File: config.mk
export PLATFORM = sky130hd
export DESIGN_NAME = pipe_ctrl
export DESIGN_NICKNAME = d
export VERILOG_FILES = /design/src/rtl/pipe_ctrl.sv
export SDC_FILE = /design/constraint.sdc
export NUM_CORES = 1
export LEC_CHECK = 0
export BUFFER_PORTS_ARGS = -buffer_cell sky130_fd_sc_hd__buf_2
export CAP_MARGIN = 15
export CORE_MARGIN = 3
export CORE_UTILIZATION = 47
export DETAILED_ROUTE_END_ITERATION = 10
export PLACE_DENSITY = 0.89
export SETUP_SLACK_MARGIN = 0.2
export SYNTH_ARGS = -nofsm -noshare
export SYNTH_HDL_FRONTEND = slang
export SYNTH_SLANG_ARGS = --single-unit
File: constraint.sdc
create_clock -name clk -period 3.7 [get_ports clk]
set_input_delay 1.11 -clock clk [delete_from_list [all_inputs] [get_ports clk]]
set_output_delay 1.11 -clock clk [all_outputs]
set_load 0.01 [all_outputs]
File: src/rtl/pipe_ctrl.sv
// Pipeline hazard, forwarding and halt controller for a 5-stage core.
// Owns stall/flush/freeze decisions, operand bypass select and stall count.
module pipe_ctrl (
    input  logic        clk,
    input  logic        rst,
    input  logic [3:0]  id_rs1,
    input  logic [3:0]  id_rs2,
    input  logic        id_use1,
    input  logic        id_use2,
    input  logic        id_halt,
    input  logic [3:0]  ex_dst,
    input  logic        ex_wr,
    input  logic        ex_load,
    input  logic [3:0]  mem_dst,
    input  logic        mem_wr,
    input  logic [3:0]  wb_dst,
    input  logic        wb_wr,
    input  logic        ex_redirect,
    input  logic        dm_busy,
    output logic        pc_we,
    output logic        if_id_we,
    output logic        id_ex_we,
    output logic        ex_mem_we,
    output logic        mem_wb_we,
    output logic        if_id_clear,
    output logic        id_ex_clear,
    output logic [1:0]  fwd_a,
    output logic [1:0]  fwd_b,
    output logic        hlt,
    output logic [15:0] stall_cnt
);

    localparam logic [1:0] S_RUN    = 2'd0;
    localparam logic [1:0] S_MWAIT  = 2'd1;
    localparam logic [1:0] S_DRAIN  = 2'd2;
    localparam logic [1:0] S_HALTED = 2'd3;

    logic [1:0]  state_q, state_d;
    logic [1:0]  drain_cnt_q, drain_cnt_d;
    logic [15:0] stall_cnt_q, stall_cnt_d;

    logic ex_hit1, ex_hit2, mem_hit1, mem_hit2;
    logic load_use;

    // Write-back data reaches the register file directly; no WB bypass.
    logic unused_wb;
    assign unused_wb = ^{wb_dst, wb_wr};

    always_comb begin
        ex_hit1  = id_use1 && ex_wr && (ex_dst == id_rs1) && (ex_dst != 4'd0);
        ex_hit2  = id_use2 && ex_wr && (ex_dst == id_rs2) && (ex_dst != 4'd0);
        mem_hit1 = id_use1 && mem_wr && (mem_dst == id_rs1)
                   && (mem_dst != 4'd0);
        mem_hit2 = id_use2 && mem_wr && (mem_dst == id_rs2)
                   && (mem_dst != 4'd0);
        load_use = ex_load && (ex_hit1 || ex_hit2);
    end

    always_comb begin
        fwd_a = 2'b00;
        fwd_b = 2'b00;
        if (!rst) begin
            if (ex_hit1) begin
                fwd_a = 2'b01;
            end else if (mem_hit1) begin
                fwd_a = 2'b10;
            end
            if (ex_hit2) begin
                fwd_b = 2'b01;
            end else if (mem_hit2) begin
                fwd_b = 2'b10;
            end
        end
    end

    always_comb begin
        pc_we       = 1'b0;
        if_id_we    = 1'b0;
        id_ex_we    = 1'b0;
        ex_mem_we   = 1'b0;
        mem_wb_we   = 1'b0;
        if_id_clear = 1'b0;
        id_ex_clear = 1'b0;
        hlt         = 1'b0;
        state_d     = state_q;
        drain_cnt_d = drain_cnt_q;

        if (rst) begin
            if_id_clear = 1'b1;
            id_ex_clear = 1'b1;
            state_d     = S_RUN;
            drain_cnt_d = 2'd0;
        end else begin
            case (state_q)
                S_RUN, S_MWAIT: begin
                    if (dm_busy) begin
                        state_d = S_MWAIT;
                    end else begin
                        // MWAIT with memory done behaves exactly as RUN
                        state_d   = S_RUN;
                        id_ex_we  = 1'b1;
                        ex_mem_we = 1'b1;
                        mem_wb_we = 1'b1;
                        if (ex_redirect) begin
                            pc_we       = 1'b1;
                            if_id_we    = 1'b1;
                            if_id_clear = 1'b1;
                            id_ex_clear = 1'b1;
                        end else begin
                            if (load_use) begin
                                id_ex_clear = 1'b1;
                            end else begin
                                pc_we    = 1'b1;
                                if_id_we = 1'b1;
                            end
                            if (id_halt) begin
                                state_d     = S_DRAIN;
                                drain_cnt_d = 2'd3;
                            end
                        end
                    end
                end
                S_DRAIN: begin
                    if (!dm_busy) begin
                        id_ex_we    = 1'b1;
                        ex_mem_we   = 1'b1;
                        mem_wb_we   = 1'b1;
                        if_id_clear = 1'b1;
                        drain_cnt_d = drain_cnt_q - 2'd1;
                        if (drain_cnt_q == 2'd1) begin
                            state_d = S_HALTED;
                        end
                    end
                end
                S_HALTED: begin
                    hlt = 1'b1;
                end
                default: begin
                    state_d = S_RUN;
                end
            endcase
        end
    end

    always_comb begin
        stall_cnt_d = stall_cnt_q;
        if (!pc_we && (state_q != S_HALTED) && (stall_cnt_q != 16'hFFFF)) begin
            stall_cnt_d = stall_cnt_q + 16'd1;
        end
    end

    assign stall_cnt = stall_cnt_q;

    always_ff @(posedge clk) begin
        if (rst) begin
            state_q     <= S_RUN;
            drain_cnt_q <= 2'd0;
            stall_cnt_q <= 16'd0;
        end else begin
            state_q     <= state_d;
            drain_cnt_q <= drain_cnt_d;
            stall_cnt_q <= stall_cnt_d;
        end
    end

endmodule

Yosys cells after proc, flatten, opt, wreduce, memory -nomap -nowiden. Index checks and enable logic that the tools add are counted.

Logic and storage cells: 81. Input port bits: 31. Register bits after elaboration: 20. Output and inout port bits: 28.

Eq/ne operators: 15. Add/subtract/negate cells: 2. Mux-type cells: 36. Reductions and logical operators: 25.

Operator list (count): 2-to-1 mux 2 bit (15); 2-to-1 mux 1 bit (18); adder 16 x 1 -> 16 bit, second input constant (1); equality test 4 bit (4); != test 16 bit, second input constant (1); logical AND 1 bit (15); != test 2 bit, second input constant (6); case mux 2 bit (2 select lines) (2); nonzero test 4 bit (2); AND reduction 5 bit (1); equality test 2 x 1 -> 1 bit, second input constant (2); equality test 2 bit, second input constant (2); AND reduction 3 bit (1); OR reduction 3 bit (1); zero test 2 bit (1); case mux 1 bit (2 select lines) (1); nonzero test 2 bit (1); OR reduction 2 bit (1); subtractor 2 x 1 -> 2 bit, second input constant (1); zero test 1 bit (1); logical OR 1 bit (1).

Depth between registers and ports, before layout. Gate-level depths: netlist of run 1.

Depth in word-level cells: 13. Mapped depth: 8. Depth with buffers taken out: 8.

Least setup slack after synthesis of run 1. Ideal clock, no wire load.

Path type: input-to-output. Start: in ex_dst[3]. End: out pc_we. Arrival time: 2216 ps. Cell stages on the path: 5. Setup slack: 374 ps. Cells stage by stage: xor2_1 > nor4_4 > o2111ai_4 > and2_1 > buf_4.

Longest elaborated chain between the ends: 10. Elaborated cells on any way between the ends: 14. Those cells by class: eq/ne (2); mux (5); reduce/logical (7).

RTL lines: from (decl) (line 11) `input logic [3:0] ex_dst,`; equality test 4 bit, on equally long branches (line 50, 51); logical AND 1 bit, on equally long branches (2 in series) (line 50, 51); logical OR 1 bit * (line 56) `load_use = ex_load && (ex_hit1 || ex_hit2);`; logical AND 1 bit * (line 56); 2-to-1 mux 1 bit * (5 in series); to (decl) (line 20) `output logic pc_we,`.

Every way passes the cells marked *; elsewhere a longest branch is shown, timed or not.

Worst setup path in the final report of run 1.
Start: in ex_dst[1]. End: out if_id_we.

Longest elaborated chain between the ends: 10. Elaborated cells on any way between the ends: 14. Those cells by class: eq/ne (2); mux (5); reduce/logical (7).

RTL lines: equality test 4 bit, on equally long branches (line 50, 51); logical AND 1 bit, on equally long branches (2 in series) (line 50, 51); logical OR 1 bit * (line 56); logical AND 1 bit * (line 56); 2-to-1 mux 1 bit * (line 110) `if (load_use) begin`; 2-to-1 mux 1 bit * (line 104) `if (ex_redirect) begin`; 2-to-1 mux 1 bit * (line 96) `if (dm_busy) begin`; 2-to-1 mux 1 bit * (line 94) `case (state_q)`; 2-to-1 mux 1 bit * (line 88) `if (rst) begin`; to (decl) (line 21) `output logic if_id_we,`.

Marked as above.

==> flow_metrics.env, run 1 <==
export IMPL_outcome="complete, no violations"
export IMPL_clk_pin_slew_ns=0.11
export IMPL_syn_nets=196
export IMPL_setup_viol_count_final=0
export IMPL_cts_buffer_depth=2
export IMPL_finalCritPeriodShare_pct=92.8
export IMPL_netlist_cell_type_count=39
export IMPL_slew_headroom_pct=62.6
export IMPL_coreArea_mm2=0.00259
export IMPL_numPortBuffers=53
export IMPL_synth_largest_area_cell="dfxtp_1"
export IMPL_pin_count=59
export IMPL_worstSetupPathType="in -> out"
export IMPL_synth_top_area_share_pct=29.8
export IMPL_final_hold_viol_count=0
export IMPL_fin_cells=247
export IMPL_fp_row_count=18
export IMPL_overflow=0
export IMPL_power_density_mw_per_mm2=297
export IMPL_ctsHtreeMaxLevel=1
export IMPL_ys_ff_latch=20
export IMPL_slew_violations=0
export IMPL_layout_min_cycle_time_ns=3.43
export IMPL_synth_warnings=0
export IMPL_crit_arrival_ns=2.32
export IMPL_async_reset_ff_share_pct=0
export IMPL_dpl_cell_area_mm2=0.00163
export IMPL_rsz0062_at_grt="true"
export IMPL_drt_iter0_drc=59
export IMPL_routedWlPerCell_um=13.2
export IMPL_synthFlopType="dfxtp_1"
export IMPL_ys_top_cells_by_count="20 x dfxtp_1, 15 x a21oi_1, 13 x xor2_1, 12 x nor2_1, 9 x nand2_1"
export IMPL_grt_max_degree=28
export IMPL_cts_tree="done"
export IMPL_detail_route_antenna_nets=0
export IMPL_ctsHoldBuffers=0
export IMPL_seq_area_um2=400
export IMPL_regToRegSetupSlack_ns=1.45
export IMPL_tightestPinTransition_ns=0.562
export IMPL_wirelength_mm=3.27
export IMPL_cts_sinks=20
export IMPL_min_path_type="reg -> reg"
export IMPL_start_kind="input port"
export IMPL_area_growth_pct=27.0
export IMPL_die_w_um=59.5
export IMPL_grt_pass1_wl_mm=5.42
export IMPL_cpPeakStageDelay_ns=0.43
export IMPL_dr_pass1_iters=4
export IMPL_synth_edf_count=0
export IMPL_crit_path_end_kind="primary output"
export IMPL_p_leak_nw=0.729
export IMPL_worst_path_most_repeated_cell="buf_2"
export IMPL_crit_required_ns=2.59
export IMPL_insertion_delay_ns=0.30
export IMPL_cpMaxStageDelayCell="nor4_4"
export IMPL_multi_input_area_um2=888
export IMPL_synth_area_leaders="dfxtp_1 30%, xor2_1 8.5%, a21oi_1 5.6%, xnor2_1 5.2%, nor2_1 3.3%"
export IMPL_syn_area_mm2=0.00135
export IMPL_syn_inst=163
export IMPL_avgSynthCellArea_um2=8.25
export IMPL_dr_wl_met3_um=259
export IMPL_antenna_found_initial=0
export IMPL_cts_made_buffers=3
export IMPL_crit_fanout=4
export IMPL_die_area_mm2=0.00354
export IMPL_drc_errors=0
export IMPL_via_per_inst=5.67
export IMPL_skew_ns=0.00480
export IMPL_place_hpwl_mm=2.55
export IMPL_vdd_ir_drop_max_uv=232
export IMPL_path_cells="buf_2, xor2_1, nor4_4, o2111ai_4, and2_4, buf_2"
export IMPL_drive_above_1_share_pct=31.8
export IMPL_final_area_mm2=0.00171
export IMPL_start_util_pct=51.9
export IMPL_post_synth_top_count_cell="dfxtp_1"
export IMPL_dp_cells=241
export IMPL_topRoutingLayerUsed="met4"
export IMPL_fin_tns_setup_ns=0
export IMPL_fmax_mhz=291
export IMPL_gr_usage_all_layers_pct=19.2
export IMPL_grt_pass1_vias=1254
export IMPL_nets=251
export IMPL_drv_cap=0
export IMPL_wl_met1_mm=1.45
export IMPL_vias=1400
export IMPL_die_h_um=59.5
export IMPL_gp_congestion=0.885
export IMPL_n_fill_cell=224
export IMPL_cts_root_buf="clkbuf_4"
export IMPL_wl_met2_mm=1.51
export IMPL_antenna_cells=0
export IMPL_timing_hold_ws_ns=0.510
export IMPL_ys_seq_area_share_pct=29.8
-- critical path, delay by kind of cell --
family,cells,cell delay [ns]
AND/OR/NAND/NOR,2,0.60
buffers and inverters,2,0.26
XOR/XNOR,1,0.18
AO/OA/AOI/OAI,1,0.17
-- per-stage QoR --
step / worst slack, ns / power [mW] / utilization, %
after floorplan: 0.374 / 0.293 / -
after global placement: 0.275 / 0.328 / 62.9
after detailed placement: 0.223 / 0.331 / 62.9
after CTS: 0.263 / 0.509 / 64.9
after global routing: 0.185 / 0.538 / 65.9
final: 0.267 / 0.507 / 65.9
-- sequential cells by signal (all words and copies together), names as in the netlist --
signal and count:
state_q 2, stall_cnt 16, drain_cnt_q 2
-- layer usage --
layer	vias up	GRT usage, %
met1	641	25.7
met2	53	31.5
met4	0	7.28
li1	700	-
met3	6	1.96
met5	-	0
-- worst paths after layout --
check | from | endpoint | cells after the start
max | ex_dst[1] | if_id_we | 6
min | stall_cnt[7] | stall_cnt[7] | 2
max reg2reg | stall_cnt[3] | stall_cnt[10] | 6
min reg2reg | stall_cnt[7] | stall_cnt[7] | 2
-- kinds of logic after synthesis --
| group | Yosys count | synth area share [%] |
|---|---|---|
| fa+ha+maj | 2 | 1.86 |
| simple gates | 63 | 27.3 |
| mux | 2 | 1.58 |
| flops | 20 | 29.8 |
| xor+xnor | 21 | 13.7 |
| compound gates | 40 | 20.7 |
| buf+inv | 15 | 5.12 |
-- report_power, final --
part / leakage, nW / total (mW) / switching (mW) / internal (mW)
registers: 0.162 / 0.229 / 0.00677 / 0.222
clock network: 0.0279 / 0.178 / 0.0683 / 0.110
logic: 0.539 / 0.0999 / 0.0570 / 0.0430
-- timing repair --
| item | CTS | global route |
|---|---|---|
| endpoints found under the setup margin | 0 | 3 |
| resized for setup | 0 | 4 |
| buffers inserted | 0 | 2 |
-- area by class of cell --
| class | instances | area share (%) |
|---|---|---|
| Timing Repair Buffer | 58 | 17.7 |
| Inverter | 7 | 1.54 |
| Clock buffer | 3 | 1.32 |
| Sequential cell | 20 | 23.4 |
| Multi-Input combinational cell | 128 | 52.0 |
| Tap cell | 30 | 2.20 |
| Clock inverter | 1 | 1.76 |
-- cell usage in the layout (no fill, tap or decap), types with 2 or more instances in the layout --
cell and n:
o31ai_1 5, buf_4 5, o21ai_0 2, nor4_1 4, nand2_1 8, dfxtp_1 20
buf_2 53, nand4_1 3, nor2_1 12, or3_1 5, nor4_4 2, ha_1 2
nor2b_1 2, clkbuf_4 3, nand2b_1 2, nand3_1 6, nor3_1 7, a21oi_1 15
a211oi_1 4, and3b_1 2, xor2_1 13, o21ai_1 5, or4_1 5, inv_1 7
xnor2_1 7
Power figures use the tool's default switching activity.
==> inputs of run 2 (changes only) <==
- SETUP_SLACK_MARGIN: 0.2 -> 0.3
==> run 2 against run 1 <==
Cell count up 1.6%. Critical path depth up 3. Global-route usage up 0.90 points. First-iteration DRC count up 44%. Non-clock buffer count up 4. Die area unchanged. Sequential share of layout area down 1.9 points. Fmax up 0.62%. Power up 4.5%. Critical path type unchanged.
==> flow_metrics.env, run 2 (same netlist as run 1, synthesis figures left out) <==
export IMPL_outcome="complete, no violations"
export IMPL_wirelength_mm=3.82
export IMPL_start_kind="input port"
export IMPL_vias=1455
export IMPL_pin_count=59
export IMPL_finalCritPeriodShare_pct=92.2
export IMPL_gr_usage_all_layers_pct=20.1
export IMPL_cts_made_buffers=3
export IMPL_start_util_pct=51.9
export IMPL_fin_tns_setup_ns=0
export IMPL_die_area_mm2=0.00354
export IMPL_n_fill_cell=205
export IMPL_overflow=0
export IMPL_gp_congestion=0.885
export IMPL_min_path_type="reg -> reg"
export IMPL_layout_min_cycle_time_ns=3.41
export IMPL_grt_pass1_vias=1291
export IMPL_multi_input_area_um2=943
export IMPL_nets=255
export IMPL_largest_reg_flops=16
export IMPL_place_hpwl_mm=2.55
export IMPL_tightestPinTransition_ns=0.546
export IMPL_crit_required_ns=2.59
export IMPL_drt_iter0_drc=85
export IMPL_finalWorstSetupSlack_ns=0.288
export IMPL_fp_row_count=18
export IMPL_timing_hold_ws_ns=0.510
export IMPL_slew_violations=0
export IMPL_drv_cap=0
export IMPL_insertion_delay_ns=0.31
export IMPL_cts_root_buf="clkbuf_4"
export IMPL_final_hold_viol_count=0
export IMPL_clk_pin_slew_ns=0.11
export IMPL_antenna_found_initial=0
export IMPL_ctsHoldBuffers=0
export IMPL_ctsHtreeMaxLevel=1
export IMPL_final_common_cell="buf_2"
export IMPL_cts_buffer_depth=2
export IMPL_grt_pass1_wl_mm=5.62
export IMPL_detail_route_antenna_nets=0
export IMPL_dr_pass1_iters=4
export IMPL_seq_area_um2=400
export IMPL_routedWlPerCell_um=15.2
export IMPL_final_cell_mix="44 x buf_2, 20 x dfxtp_1, 15 x a21oi_1, 12 x nor2_1, 11 x xor2_1"
export IMPL_vdd_ir_drop_max_uv=238
export IMPL_fmax_mhz=293
export IMPL_via_per_inst=5.80
export IMPL_skew_ns=0.00309
export IMPL_worstSetupPathType="in -> out"
export IMPL_crit_arrival_ns=2.30
export IMPL_antenna_cells=0
export IMPL_cts_tree="done"
export IMPL_numPortBuffers=53
export IMPL_slew_headroom_pct=63.6
export IMPL_power_density_mw_per_mm2=285
export IMPL_setup_viol_count_final=0
export IMPL_crit_path_end_kind="primary output"
export IMPL_crit_fanout=4
export IMPL_die_w_um=59.5
export IMPL_coreArea_mm2=0.00259
export IMPL_post_place_ws_ns=0.223
export IMPL_rsz0062_at_grt="true"
export IMPL_grt_max_degree=28
export IMPL_drc_errors=0
export IMPL_p_leak_nw=0.783
export IMPL_cts_sinks=20
export IMPL_area_growth_pct=38.0
export IMPL_die_h_um=59.5
export IMPL_drive_above_1_share_pct=35.3
## run 2: area by class of cell
class / count / share of cell area [%]
Clock buffer: 3 / 1.21
Clock inverter: 1 / 1.62
Inverter: 7 / 1.42
Multi-Input combinational cell: 128 / 50.8
Sequential cell: 20 / 21.6
Tap cell: 30 / 2.02
Timing Repair Buffer: 62 / 21.4
## run 2: critical path: stages
cell and delay, ns:
buf_6 0.10, xnor2_2 0.16, nand2_2 0.08, nor4_4 0.25
buf_4 0.18, o211a_1 0.15, o21ai_2 0.06, nand2b_1 0.07
buf_2 0.12
## run 2: where the power goes
| part | internal (mW) | leakage [nW] | switching (mW) |
|---|---|---|---|
| Combinational | 0.0552 | 0.592 | 0.0645 |
| Sequential | 0.222 | 0.162 | 0.00687 |
| Clock | 0.110 | 0.0279 | 0.0710 |
| Total | 0.387 | 0.783 | 0.142 |
## run 2: final timing paths
check	start	cells past startpoint	slack, ns	to
worst max register to register	stall_cnt[3]	6	1.48	stall_cnt[10]
worst max-delay path	id_rs2[2]	9	0.29	id_ex_clear
worst min-delay path	stall_cnt[7]	2	0.51	stall_cnt[7]
worst min register to register	stall_cnt[7]	2	0.51	stall_cnt[7]
## run 2: repair_timing
item,CTS,global route
resized for setup,10,20
setup buffers,2,4
hold endpoints to repair,0,0
setup endpoints to repair,3,5
pin swaps,6,10
## run 2: per-layer routing
layer  GRT usage (%)  wire (um)  share of wire (%)
met2            34.0       1960                 51
met5               0          0                  0
met1            26.2       1530                 40
met4            6.96         69                1.8
met3            2.18        260                6.8
## run 2: through the flow
stage,power (mW),std cells,area [um2],utilization (%)
2_1_floorplan,0.293,163,1350,-
3_3_place_gp,0.328,241,1630,62.9
3_5_place_dp,0.331,241,1630,62.9
4_1_cts,0.515,247,1730,67.0
5_1_grt,0.557,251,1860,71.7
6_report,0.529,251,1860,71.7
==> inputs of run 3 (changes only) <==
- CORE_ASPECT_RATIO: unset -> 1.25
==> run 3 against run 2 <==
Clock skew is 0.0053 ns higher. Highest routed layer unchanged. Worst setup slack got worse by 0.079 ns. Non-clock buffer count increased by 1. Global-route usage rose by 0.34 points. Combinational power grew 7%.
==> flow_metrics.env, run 3 (same netlist as run 1, synthesis figures left out) <==
export IMPL_slew_violations=0
export IMPL_drive_above_1_share_pct=37.8
export IMPL_fin_util_pct=70.3
export IMPL_finalCritPeriodShare_pct=94.3
export IMPL_cts_made_buffers=3
export IMPL_start_kind="input port"
export IMPL_via_per_inst=5.87
export IMPL_cts_sinks=20
export IMPL_outcome="complete, no violations"
export IMPL_crit_required_ns=2.59
export IMPL_vias=1502
export IMPL_grt_pass1_wl_mm=5.42
export IMPL_cts_root_buf="clkbuf_4"
export IMPL_detail_route_antenna_nets=0
export IMPL_antenna_found_initial=0
export IMPL_numPortBuffers=53
export IMPL_nets=256
export IMPL_power_density_mw_per_mm2=283
export IMPL_cpPeakStageDelay_ns=0.31
export IMPL_ctsHtreeMaxLevel=1
export IMPL_coreArea_mm2=0.00271
export IMPL_worst_path_buf_inv=3
export IMPL_antenna_cells=0
export IMPL_regToRegSetupSlack_ns=1.50
export IMPL_grt_pass1_vias=1289
export IMPL_insertion_delay_ns=0.31
export IMPL_die_w_um=53.8
export IMPL_rr_startpoint="stall_cnt[3]"
export IMPL_rsz0062_at_grt="true"
export IMPL_die_area_mm2=0.00354
export IMPL_overflow=0
export IMPL_drt_iter0_drc=74
export IMPL_gr_usage_all_layers_pct=20.4
export IMPL_place_hpwl_mm=2.56
export IMPL_path_cells="buf_2, xor2_1, nor4_4, buf_4, o2111ai_4, and2_4, buf_6"
export IMPL_n_fill_cell=212
export IMPL_p_leak_nw=0.796
export IMPL_final_common_cell="buf_2"
export IMPL_min_path_type="reg -> reg"
export IMPL_seq_area_um2=400
export IMPL_grt_max_degree=29
export IMPL_crit_fanout=3
export IMPL_fp_row_count=21
export IMPL_routedWlPerCell_um=16.2
export IMPL_hold_end="stall_cnt[7]"
export IMPL_clk_pin_slew_ns=0.12
export IMPL_holdPathStages=2
export IMPL_final_cell_mix="43 x buf_2, 20 x dfxtp_1, 15 x a21oi_1, 12 x nor2_1, 11 x buf_4"
export IMPL_area_growth_pct=41.5
export IMPL_skew_ns=0.00843
export IMPL_rr_worst_depth=6
export IMPL_drc_errors=0
export IMPL_r2r_end="stall_cnt[10]"
export IMPL_crit_path_end_kind="primary output"
export IMPL_slew_headroom_pct=64.8
export IMPL_die_h_um=65.8
export IMPL_tightestPinTransition_ns=0.528
export IMPL_cts_buffer_depth=2
export IMPL_drv_cap=0
export IMPL_fin_tns_setup_ns=0
export IMPL_crit_family="simple AND/OR/NAND/NOR gates"
export IMPL_crit_arrival_ns=2.38
export IMPL_dr_pass1_iters=4
export IMPL_vdd_ir_drop_max_uv=235
export IMPL_pin_count=59
export IMPL_start_util_pct=49.7
export IMPL_final_hold_viol_count=0
export IMPL_ctsHoldBuffers=0
export IMPL_setup_viol_count_final=0
export IMPL_gp_congestion=0.797
export IMPL_wirelength_mm=4.14
export IMPL_layout_min_cycle_time_ns=3.49
export IMPL_hold_path_startpoint="stall_cnt[7]"
export IMPL_cts_tree="done"
export IMPL_fmax_mhz=287
export IMPL_cpMaxStageDelayCell="nor4_4"
export IMPL_multi_input_area_um2=971
export IMPL_worstSetupPathType="in -> out"
export IMPL_largest_reg_flops=16
## run 3: changes by cell type in the layout (fill, tap and decap cells not counted), sizes merged
cell | before | now
buf | 62 | 63
## run 3: report_power, final
group / internal [mW] / switching (mW) / total [mW]
clock: 0.110 / 0.0717 / 0.181
sequential: 0.222 / 0.00688 / 0.229
combinational: 0.0584 / 0.0703 / 0.129
## run 3: what timing repair did
action,in CTS,in global routing
hold endpoints to repair,0,0
pin swaps,8,13
buffers inserted,4,3
setup endpoints to repair,3,7
gates resized for setup,13,23
## run 3: worst min-delay path, cell delays in order, from the launching register on
cell and delay [ns]:
dfxtp_1 0.35, o31ai_1 0.07, a21oi_1 0.05
## run 3: metal layers
layer,GRT usage [%],wire [um],part of all wire (%)
met4,12.5,206,5.0
met3,3.39,263,6.4
met5,0,0,0
met1,20.8,1450,35
met2,36.8,2220,54
## run 3: how the worst max path moves through the flow
stage	start	to	slack [ns]	depth (start not counted)
2_1_floorplan	ex_dst[3]	pc_we	0.37	5
5_1_grt	ex_dst[0]	pc_we	0.15	7
3_3_place_gp	ex_dst[3]	if_id_we	0.30	6
3_5_place_dp	ex_dst[1]	if_id_we	0.25	6
6_report	ex_dst[0]	pc_we	0.21	7
4_1_cts	id_rs2[2]	pc_we	0.29	8
## run 3: metrics by stage
stage | hold slack (ns) | instances | setup slack (ns) | area (um2) | total power, mW
5_1_grt | 0.529 | 256 | 0.145 | 1900 | 0.564
4_1_cts | 0.504 | 253 | 0.290 | 1780 | 0.522
3_3_place_gp | 0.475 | 245 | 0.295 | 1630 | 0.327
6_report | 0.500 | 256 | 0.210 | 1900 | 0.539
2_1_floorplan | 0.490 | 163 | 0.374 | 1350 | 0.293
3_5_place_dp | 0.487 | 245 | 0.253 | 1630 | 0.331
## run 3: final cells by class
class	instances	area share, %
repair buffers	63	21.6
well taps	34	2.24
clock inverters	1	1.58
flip-flops and latches	20	21.0
inverters	7	1.38
multi-input cells	128	51.0
clock buffers	3	1.18
